[src/rtl/game2048_pkg.sv]
// Shared types for the 2048 front end: move directions and command-queue FSM states.
package game2048_pkg;

   typedef logic [1:0] dir_t;

   localparam dir_t DIR_UP    = 2'd0;
   localparam dir_t DIR_DOWN  = 2'd1;
   localparam dir_t DIR_LEFT  = 2'd2;
   localparam dir_t DIR_RIGHT = 2'd3;

   typedef enum logic [1:0] {
      ST_IDLE   = 2'd0,
      ST_HOLD   = 2'd1,
      ST_REPEAT = 2'd2
   } state_t;

   // Lowest-index press wins when several buttons fire together.
   function automatic dir_t pick_dir(input logic [3:0] down);
      if (down[0])      return DIR_UP;
      else if (down[1]) return DIR_DOWN;
      else if (down[2]) return DIR_LEFT;
      else              return DIR_RIGHT;
   endfunction

endpackage

[src/rtl/move_command_queue_if.sv]
// Valid/ready command stream from the move queue to the game engine.
interface move_command_queue_if;

   logic                valid;
   game2048_pkg::dir_t  dir;
   logic                ready;

   modport master (output valid, output dir, input ready);
   modport slave  (input valid, input dir, output ready);

endinterface

[src/rtl/move_fifo.sv]
// First-word-fall-through FIFO of 2-bit move commands; head is always visible on rd_dir.
module move_fifo
   import game2048_pkg::*;
#(
   parameter int DEPTH = 4
) (
   input  logic clk_i,
   input  logic rst_i,
   input  logic push,
   input  dir_t wr_dir,
   input  logic pop,
   output dir_t rd_dir,
   output logic full,
   output logic empty
);

   localparam int AW = (DEPTH > 1) ? $clog2(DEPTH) : 1;
   localparam logic [AW:0] FULL_CNT = (AW+1)'(DEPTH);

   dir_t          mem [DEPTH];
   logic [AW-1:0] wr_ptr;
   logic [AW-1:0] rd_ptr;
   logic [AW:0]   count;
   logic          do_pop;
   logic          do_push;

   // A pop on empty is ignored; a push on full only lands if a pop frees the slot.
   assign do_pop  = pop & (count != '0);
   assign do_push = push & ((count != FULL_CNT) | do_pop);

   always_ff @(posedge clk_i) begin
      if (rst_i) begin
         wr_ptr <= '0;
         rd_ptr <= '0;
         count  <= '0;
         for (int i = 0; i < DEPTH; i++) mem[i] <= '0;
      end else begin
         if (do_push) begin
            mem[wr_ptr] <= wr_dir;
            wr_ptr      <= wr_ptr + 1'b1;
         end
         if (do_pop) rd_ptr <= rd_ptr + 1'b1;
         unique case ({do_push, do_pop})
            2'b10:   count <= count + 1'b1;
            2'b01:   count <= count - 1'b1;
            default: ;
         endcase
      end
   end

   assign rd_dir = mem[rd_ptr];
   assign full   = (count == FULL_CNT);
   assign empty  = (count == '0);

endmodule

[src/rtl/move_command_queue.sv]
// Turns debounced button presses/holds into queued move commands with auto-repeat.
//   state     | meaning
//   ST_IDLE   | no button tracked
//   ST_HOLD   | button pressed, waiting HOLD_CYCLES for first repeat
//   ST_REPEAT | button still held, one command every REPEAT_CYCLES
module move_command_queue
   import game2048_pkg::*;
#(
   parameter int HOLD_CYCLES   = 25_000_000,
   parameter int REPEAT_CYCLES = 6_250_000,
   parameter int CNT_WIDTH     = 26,
   parameter int DEPTH         = 4
) (
   input  logic                        clk_i,
   input  logic                        rst_i,
   input  logic [3:0]                  btn_down_i,
   input  logic [3:0]                  btn_state_i,
   move_command_queue_if.master        move_if,
   output logic                        overflow_o
);

   localparam logic [CNT_WIDTH-1:0] HOLD_LAST   = CNT_WIDTH'(HOLD_CYCLES - 1);
   localparam logic [CNT_WIDTH-1:0] REPEAT_LAST = CNT_WIDTH'(REPEAT_CYCLES - 1);

   state_t               state;
   dir_t                 cur_dir;
   logic [CNT_WIDTH-1:0] cnt;
   logic                 push_q;
   dir_t                 push_dir_q;
   dir_t                 rd_dir;
   logic                 full;
   logic                 empty;
   logic                 pop;

   always_ff @(posedge clk_i) begin
      if (rst_i) begin
         state      <= ST_IDLE;
         cur_dir    <= DIR_UP;
         cnt        <= '0;
         push_q     <= 1'b0;
         push_dir_q <= DIR_UP;
      end else begin
         push_q <= 1'b0;
         // A fresh press overrides any release/timeout in the same cycle.
         if (|btn_down_i) begin
            push_q     <= 1'b1;
            push_dir_q <= pick_dir(btn_down_i);
            cur_dir    <= pick_dir(btn_down_i);
            cnt        <= '0;
            state      <= ST_HOLD;
         end else begin
            unique case (state)
               ST_HOLD, ST_REPEAT: begin
                  if (!btn_state_i[cur_dir]) begin
                     state <= ST_IDLE;
                     cnt   <= '0;
                  end else if (cnt == ((state == ST_HOLD) ? HOLD_LAST : REPEAT_LAST)) begin
                     push_q     <= 1'b1;
                     push_dir_q <= cur_dir;
                     cnt        <= '0;
                     state      <= ST_REPEAT;
                  end else begin
                     cnt <= cnt + 1'b1;
                  end
               end
               default: state <= ST_IDLE;
            endcase
         end
      end
   end

   assign pop = move_if.valid & move_if.ready;

   move_fifo #(.DEPTH(DEPTH)) u_fifo (
      .clk_i  (clk_i),
      .rst_i  (rst_i),
      .push   (push_q),
      .wr_dir (push_dir_q),
      .pop    (pop),
      .rd_dir (rd_dir),
      .full   (full),
      .empty  (empty)
   );

   always_ff @(posedge clk_i) begin
      if (rst_i) overflow_o <= 1'b0;
      else       overflow_o <= push_q & full & ~pop;
   end

   assign move_if.valid = ~empty;
   assign move_if.dir   = rd_dir;

endmodule

[src/flat_wrapper.sv]
// flat-port wrapper written by rule: the top's interface ports become plain ports
module move_command_queue_flat import game2048_pkg::*;
#(
   parameter int HOLD_CYCLES   = 25_000_000,
   parameter int REPEAT_CYCLES = 6_250_000,
   parameter int CNT_WIDTH     = 26,
   parameter int DEPTH         = 4
)
  (clk_i, rst_i, btn_down_i, btn_state_i, overflow_o, move_if_valid, move_if_dir, move_if_ready);
  move_command_queue_if move_if_i ();
  input  logic clk_i;
  input  logic rst_i;
  input  logic [3:0] btn_down_i;
  input  logic [3:0] btn_state_i;
  output logic overflow_o;
  output wire logic [$bits(move_if_i.valid)-1:0] move_if_valid;
  output wire logic [$bits(move_if_i.dir)-1:0] move_if_dir;
  input wire logic [$bits(move_if_i.ready)-1:0] move_if_ready;
  assign move_if_valid = move_if_i.valid;
  assign move_if_dir = move_if_i.dir;
  assign move_if_i.ready = move_if_ready;
  move_command_queue #(.HOLD_CYCLES(HOLD_CYCLES), .REPEAT_CYCLES(REPEAT_CYCLES), .CNT_WIDTH(CNT_WIDTH), .DEPTH(DEPTH)) u_core (.clk_i(clk_i), .rst_i(rst_i), .btn_down_i(btn_down_i), .btn_state_i(btn_state_i), .move_if(move_if_i), .overflow_o(overflow_o));
endmodule
[config.mk]
export PLATFORM = sky130hd
export DESIGN_NAME = move_command_queue_flat
export DESIGN_NICKNAME = d
export VERILOG_FILES = /design/src/rtl/game2048_pkg.sv /design/src/rtl/move_command_queue_if.sv /design/src/rtl/move_fifo.sv /design/src/rtl/move_command_queue.sv /design/src/flat_wrapper.sv
export SDC_FILE = /design/constraint.sdc
export NUM_CORES = 1
export LEC_CHECK = 0
export BUFFER_PORTS_ARGS = -buffer_cell sky130_fd_sc_hd__clkbuf_2
export CAP_MARGIN = 20
export CORE_ASPECT_RATIO = 0.6
export CORE_UTILIZATION = 50
export DETAILED_ROUTE_END_ITERATION = 16
export GPL_TIMING_DRIVEN = 0
export PLACE_DENSITY_LB_ADDON = 0.1
export SKIP_CTS_REPAIR_TIMING = 1
export SYNTH_ARGS = -nofsm -noshare
export SYNTH_HDL_FRONTEND = slang
export SYNTH_SLANG_ARGS = --single-unit
export TNS_END_PERCENT = 10
[constraint.sdc]
create_clock -name clk_i -period 3.8 [get_ports clk_i]
set_input_delay 0.19 -clock clk_i [delete_from_list [all_inputs] [get_ports clk_i]]
set_output_delay 0.19 -clock clk_i [all_outputs]
set_load 0.01 [all_outputs]
==> qor.txt, run 1 <==
outcome: complete, no violations
H-tree Lvls: 2
Post-synth EDFFs: 8
flops & latches, synth: 51
mean routed wirelength per cell: 16.3 µm
share of cells above drive strength 1: 12.7%
Top Layer Used: met4
die area: 0.00543 mm²
Core ar.: 0.00475 mm²
clock power share: 28.1%
DP Wirelength: 4520 µm
via count of the first global-routing pass: 1,859
Pwr Total: 1.10 mW
Area growth, synth to finish: 9.07%
Worst Hold Class: in -> reg
R2R setup slack: 0.92 ns
Int Power: 0.794 mW
clk slew on worst S/H paths: 0.09 ns
Hold Crit Depth: 2
WL met1: 3480 µm
max cap viols: 0
RSZ-0062 raised after global routing: no
total number of vias: 2,206
Ys Warns: 0
Vias per Instance: 5.95
global-route wire length before repair: 9830 µm
FF-to-FF path depth: 10
CTS Buffer Depth: 2
mapped cell area: 0.00256 mm²
clock period minus worst slack: 2.88 ns
Chip Width: 94.5 µm
RR Endpoint: u_core.u_fifo.count[2]$_SDFFE_PP0P_
r2r startpoint: u_core.u_fifo.count[0]$_SDFFE_PP0P_
clk_lat worst skew: 0.31 ns
Final WS setup: 0.920 ns
average size of a mapped cell: 8.97 µm²
Die Ht: 57.5 µm
worst hold slack: 0.0972 ns
Net Sw Power: 0.303 mW
Ant. Diodes: 0
setup TNS: 0 ns
Startpoint Class: register
fin crit share: 75.8%
CP endpoint kind: register
Net Count, Synth: 301
Port Buf Inserts: 14
Non-Filler Instances: 371
LEAKAGE: 1.01 nW
FFs w/ async S/R, synth: 0%
metal3 WL: 522 µm
largest net degree at the start of global routing: 16
CTS Buf Count: 5
Initial Utilization: 53.9%
CP max FO: 10
grt total ovfl: 0
Initial DRC Count: 223
DRC errors left: 0
FP Rows: 19
Slew @ Worst Pin: 0.658 ns
Worst VDD drop: 0.310 mV
leading cell type in the layout, fill and taps excluded: dfxtp_1
metal2 WL: 1990 µm
Netlist cell types: 55
fin nets: 322
PwrDens: 392 mW/mm²
CTS tree: done
normalized max-slew margin: 55.8%
Detailed Route WL: 6030 µm
Critical Path RT: 4.04 ns
Sw Share: 27.7%
Slew Limit Fails: 0
GRT Total Usage: 24.4%
final hold violation count: 0
Final Wtd Congestion: 0.911
CP Class: reg -> reg
Sequential Power Share: 55.7%
Setup-failing EPs final: 0
drt pass-1 iters: 5
f_max: 347 MHz
Data arrival, critical path: 3.12 ns
Hold EP: u_core.cur_dir[0]$_SDFFE_PP0N_
pre-CTS WS: 0.947 ns
Fin Clk Skew: 0.00999 ns
final antenna-violating net count: 0
antenna violations before repair: 0
Sink Count: 51
dominant synthesized flop cell: dfxtp_1
commonest non-fill, non-tap cells in the layout: dfxtp_1, nor2_1, nand2_1
clk root buf: clkbuf_8
combinational share of power: 16.2%
io pins: 15
post-synthesis sequential area ratio: 42.9%
# placed instances: 363
Cells after Synth: 286
hold wc startpoint: btn_down_i[0]
sequential cells by signal (all words and copies together) (netlist names), named ones only:
name and flops:
u_core.u_fifo.wr_ptr 2, u_core.cnt 26, u_core.u_fifo.rd_ptr 2, u_core.cur_dir 2, u_core.push_q 1, u_core.overflow_o 1, u_core.push_dir_q 2, u_core.u_fifo.count 3
u_core.u_fifo.mem 8, u_core.state 2
how the worst max path moves through the flow:
stage                                             start                                  end  slack (ns)  cells after the start
floorplan           u_core.u_fifo.count[0]$_SDFFE_PP0P_  u_core.u_fifo.count[2]$_SDFFE_PP0P_        1.13                     10
CTS                 u_core.u_fifo.count[0]$_SDFFE_PP0P_  u_core.u_fifo.count[2]$_SDFFE_PP0P_        0.92                     10
global placement    u_core.u_fifo.count[0]$_SDFFE_PP0P_  u_core.u_fifo.count[2]$_SDFFE_PP0P_        0.95                     10
global route        u_core.u_fifo.count[0]$_SDFFE_PP0P_  u_core.u_fifo.count[2]$_SDFFE_PP0P_        0.72                     10
finish              u_core.u_fifo.count[0]$_SDFFE_PP0P_  u_core.u_fifo.count[2]$_SDFFE_PP0P_        0.92                     10
detailed placement  u_core.u_fifo.count[0]$_SDFFE_PP0P_  u_core.u_fifo.count[2]$_SDFFE_PP0P_        0.95                     10
critical path, stage by stage, from the launching register on:
cell and delay, ns:
dfxtp_1 0.35, or4b_2 0.69, and2_1 0.18, clkbuf_1 0.17, inv_2 0.19, ha_1 0.21
inv_1 0.06, fa_1 0.37, xor2_1 0.16, or3_1 0.31, a21oi_1 0.14
final cells by class:
class | count | area (µm²)
Timing Repair Buffer | 14 | 70.1
Fill cell | 432 | 1960
Buffer | 12 | 51.3
Multi-Input combinational cell | 213 | 1380
Inverter | 10 | 37.5
Clock buffer | 5 | 68.8
Sequential cell | 51 | 1100
Clock inverter | 3 | 15.0
Tap cell | 63 | 78.8
power groups by stage:
stage          Combinational [mW]  Clock [mW]  Sequential (mW)
2_1_floorplan               0.136           0            0.616
3_3_place_gp                0.175           0            0.622
3_5_place_dp                0.178           0            0.624
4_1_cts                     0.180       0.314            0.611
5_1_grt                     0.205       0.338            0.617
6_report                    0.178       0.308            0.611
logic make-up (layout without fill, tap and decap cells):
kind of cell               Yosys count  count (layout)  share of synthesized area [%]
muxes                                6               6                           3.85
AOI/OAI and AO/OA                   52              52                           13.8
buffers and inverters               22              44                           3.46
and+or+nand+nor                    142             142                           30.6
adders and majority gates            4               4                           2.24
DFF                                 51              51                           42.9
xor gates and xnor gates             9               9                           3.07
per-layer routing:
layer	vias up	global-route usage [%]
met4	0	5.84
met1	994	43.6
li1	1123	-
met5	-	0
met3	7	5.87
met2	82	26.8
stage by stage:
| step | util, % | cell area [µm²] |
|---|---|---|
| CTS | 58.8 | 2800 |
| global placement | 57.1 | 2710 |
| floorplan | - | 2560 |
| detailed placement | 57.1 | 2710 |
| finish | 58.8 | 2800 |
| global route | 58.8 | 2800 |
Yosys cell counts (all sizes together), types with 2 or more instances:
library cell	n	area [µm²]
a21oi	10	50.1
a221o	3	30.0
a22o	2	17.5
a31o	3	26.3
a31oi	12	75.1
and2	5	31.3
and3	8	50.1
and4	3	26.3
buf	5	25.0
clkbuf	7	26.3
dfxtp	43	861
edfxtp	8	240
ha	3	37.5
inv	10	37.5
mux2i	2	20.0
mux4	3	67.6
nand2	25	93.8
nand2b	6	37.5
nand3	17	85.1
nand3b	3	22.5
nand4	11	75.1
nand4b	3	26.3
nor2	29	109
nor2b	2	12.5
nor3	7	35.0
nor4	9	68.8
o211ai	3	22.5
o21ai	6	30.0
o21bai	2	15.0
o22ai	2	12.5
or3	3	18.8
or4	4	30.0
or4b	2	20.0
xnor2	2	17.5
xor2	7	61.3
No activity file was read; power rests on OpenSTA's default activity.
==> run 2: changes to the inputs <==
==> constraint.sdc (replaced) <==
create_clock -name clk_i -period 2.9 [get_ports clk_i]
set_input_delay 0.145 -clock clk_i [delete_from_list [all_inputs] [get_ports clk_i]]
set_output_delay 0.145 -clock clk_i [all_outputs]
set_load 0.01 [all_outputs]
==> qor.txt, run 2 (same netlist as run 1, synthesis figures left out) <==
LEAKAGE: 1.01 nW (+0.35%)
CP max FO: 6 (-4)
Biggest register: u_core.cnt
Initial DRC Count: 215 (-3.6%)
Fin Clk Skew: 0.0102 ns (+0.000173 ns)
Port Buf Inserts: 14 (unchanged)
Slew Limit Fails: 0 (unchanged)
final antenna-violating net count: 0 (unchanged)
clk root buf: clkbuf_8
clock period minus worst slack: 2.67 ns (-0.209 ns)
clk slew on worst S/H paths: 0.09 ns (about the same)
Worst Hold Class: in -> reg
setup TNS: 0 ns (unchanged)
CTS Buffer Depth: 2 (unchanged)
Startpoint Class: register
Ant. Diodes: 0 (unchanged)
Critical Path RT: 3.14 ns (-0.90 ns)
H-tree Lvls: 2 (unchanged)
final hold violation count: 0 (unchanged)
CTS tree: done
leading cell type in the layout, fill and taps excluded: dfxtp_1
die area: 0.00543 mm² (unchanged)
drt pass-1 iters: 5 (unchanged)
fin crit share: 92.1% (+16 points)
Core ar.: 0.00475 mm² (unchanged)
share of cells above drive strength 1: 13.0% (+0.32 points)
mean routed wirelength per cell: 16.3 µm (+0.38%)
GRT Total Usage: 24.4% (unchanged)
largest net degree at the start of global routing: 16 (unchanged)
R2R setup slack: 0.23 ns (-0.69 ns)
Final Util: 58.9% (+0.079 points)
Initial Utilization: 53.9% (unchanged)
antenna violations before repair: 0 (unchanged)
Area growth, synth to finish: 9.22%
Worst VDD drop: 0.406 mV (+31%)
normalized max-slew margin: 55.8% (+0.068 points)
Slew @ Worst Pin: 0.657 ns (-0.00100 ns)
RSZ-0062 raised after global routing: no
fin nets: 322 (unchanged)
total number of vias: 2,200 (-0.27%)
max FFs per register: 26 (unchanged)
via count of the first global-routing pass: 1,859 (unchanged)
commonest non-fill, non-tap cells in the layout: dfxtp_1, nor2_1, nand2_1
FP Rows: 19 (unchanged)
grt total ovfl: 0 (unchanged)
outcome: complete, no violations
Final Wtd Congestion: 0.911 (unchanged)
CP Class: reg -> reg
Sink Count: 51 (unchanged)
DP Wirelength: 4520 µm (unchanged)
Data arrival, critical path: 2.91 ns (-0.21 ns)
CP endpoint kind: register
Top Registers: u_core.cnt: 26 flops, u_core.u_fifo.mem: 8 flops, u_core.u_fifo.count: 3 flops
Die Ht: 57.5 µm (unchanged)
Detailed Route WL: 6060 µm (+0.38%)
Setup-failing EPs final: 0 (unchanged)
f_max: 374 MHz (+7.8%)
clk_lat worst skew: 0.31 ns (about the same)
max cap viols: 0 (unchanged)
DRC errors left: 0 (unchanged)
CTS Buf Count: 5 (unchanged)
Vias per Instance: 5.93 (-0.27%)
PwrDens: 513 mW/mm² (+31%)
global-route wire length before repair: 9830 µm (unchanged)
Pwr Total: 1.44 mW (+31%)
io pins: 15 (unchanged)
Chip Width: 94.5 µm (unchanged)
## run 2: critical path, stage by stage, from the launching register on
cell	delay [ns]
dfxtp_1	0.35
or4b_2	0.69
and2_1	0.26
inv_2	0.09
ha_1	0.18
inv_1	0.06
fa_1	0.37
xor2_1	0.16
or3_1	0.31
a21oi_1	0.14
## run 2: layer usage
layer | up-vias | GRT usage (%) | wire [µm]
li1 | 1117 | - | -
met1 | 992 | 43.6 | 3540
met4 | 0 | 5.84 | 40
met5 | - | 0 | 0
met2 | 85 | 26.8 | 1980
met3 | 6 | 5.87 | 493
## run 2: power breakdown
part / switching, mW / leakage, nW / total [mW] / internal [mW]
clock network: 0.237 / 0.0477 / 0.402 / 0.166
registers: 0.0362 / 0.433 / 0.801 / 0.765
logic: 0.123 / 0.533 / 0.235 / 0.111
## run 2: path summary, 6_finish.rpt
check	depth (start not counted)	end	start
setup / recovery	9	u_core.u_fifo.count[2]$_SDFFE_PP0P_	u_core.u_fifo.count[0]$_SDFFE_PP0P_
hold / removal	2	u_core.cur_dir[0]$_SDFFE_PP0N_	btn_down_i[0]
setup reg to reg	9	u_core.u_fifo.count[2]$_SDFFE_PP0P_	u_core.u_fifo.count[0]$_SDFFE_PP0P_
hold reg to reg	1	u_core.overflow_o$_SDFF_PP0_	u_core.push_q$_SDFF_PP0_
## run 2: layout make-up
class	count	area [µm²]
Buffer	11	47.5
Clock buffer	5	68.8
Clock inverter	3	15.0
Fill cell	432	1950
Inverter	10	37.5
Multi-Input combinational cell	213	1380
Sequential cell	51	1100
Tap cell	63	78.8
Timing Repair Buffer	15	77.6
## run 2: stage by stage
stage	cell area (µm²)	std cells	hold WS (ns)	setup WS, ns
6_report	2800	371	0.0522	0.229
5_1_grt	2800	371	0.0569	0.0496
4_1_cts	2800	371	0.0464	0.0163
3_5_place_dp	2710	363	0.372	0.0473
3_3_place_gp	2710	363	0.373	0.0490
2_1_floorplan	2560	286	0.233	0.233
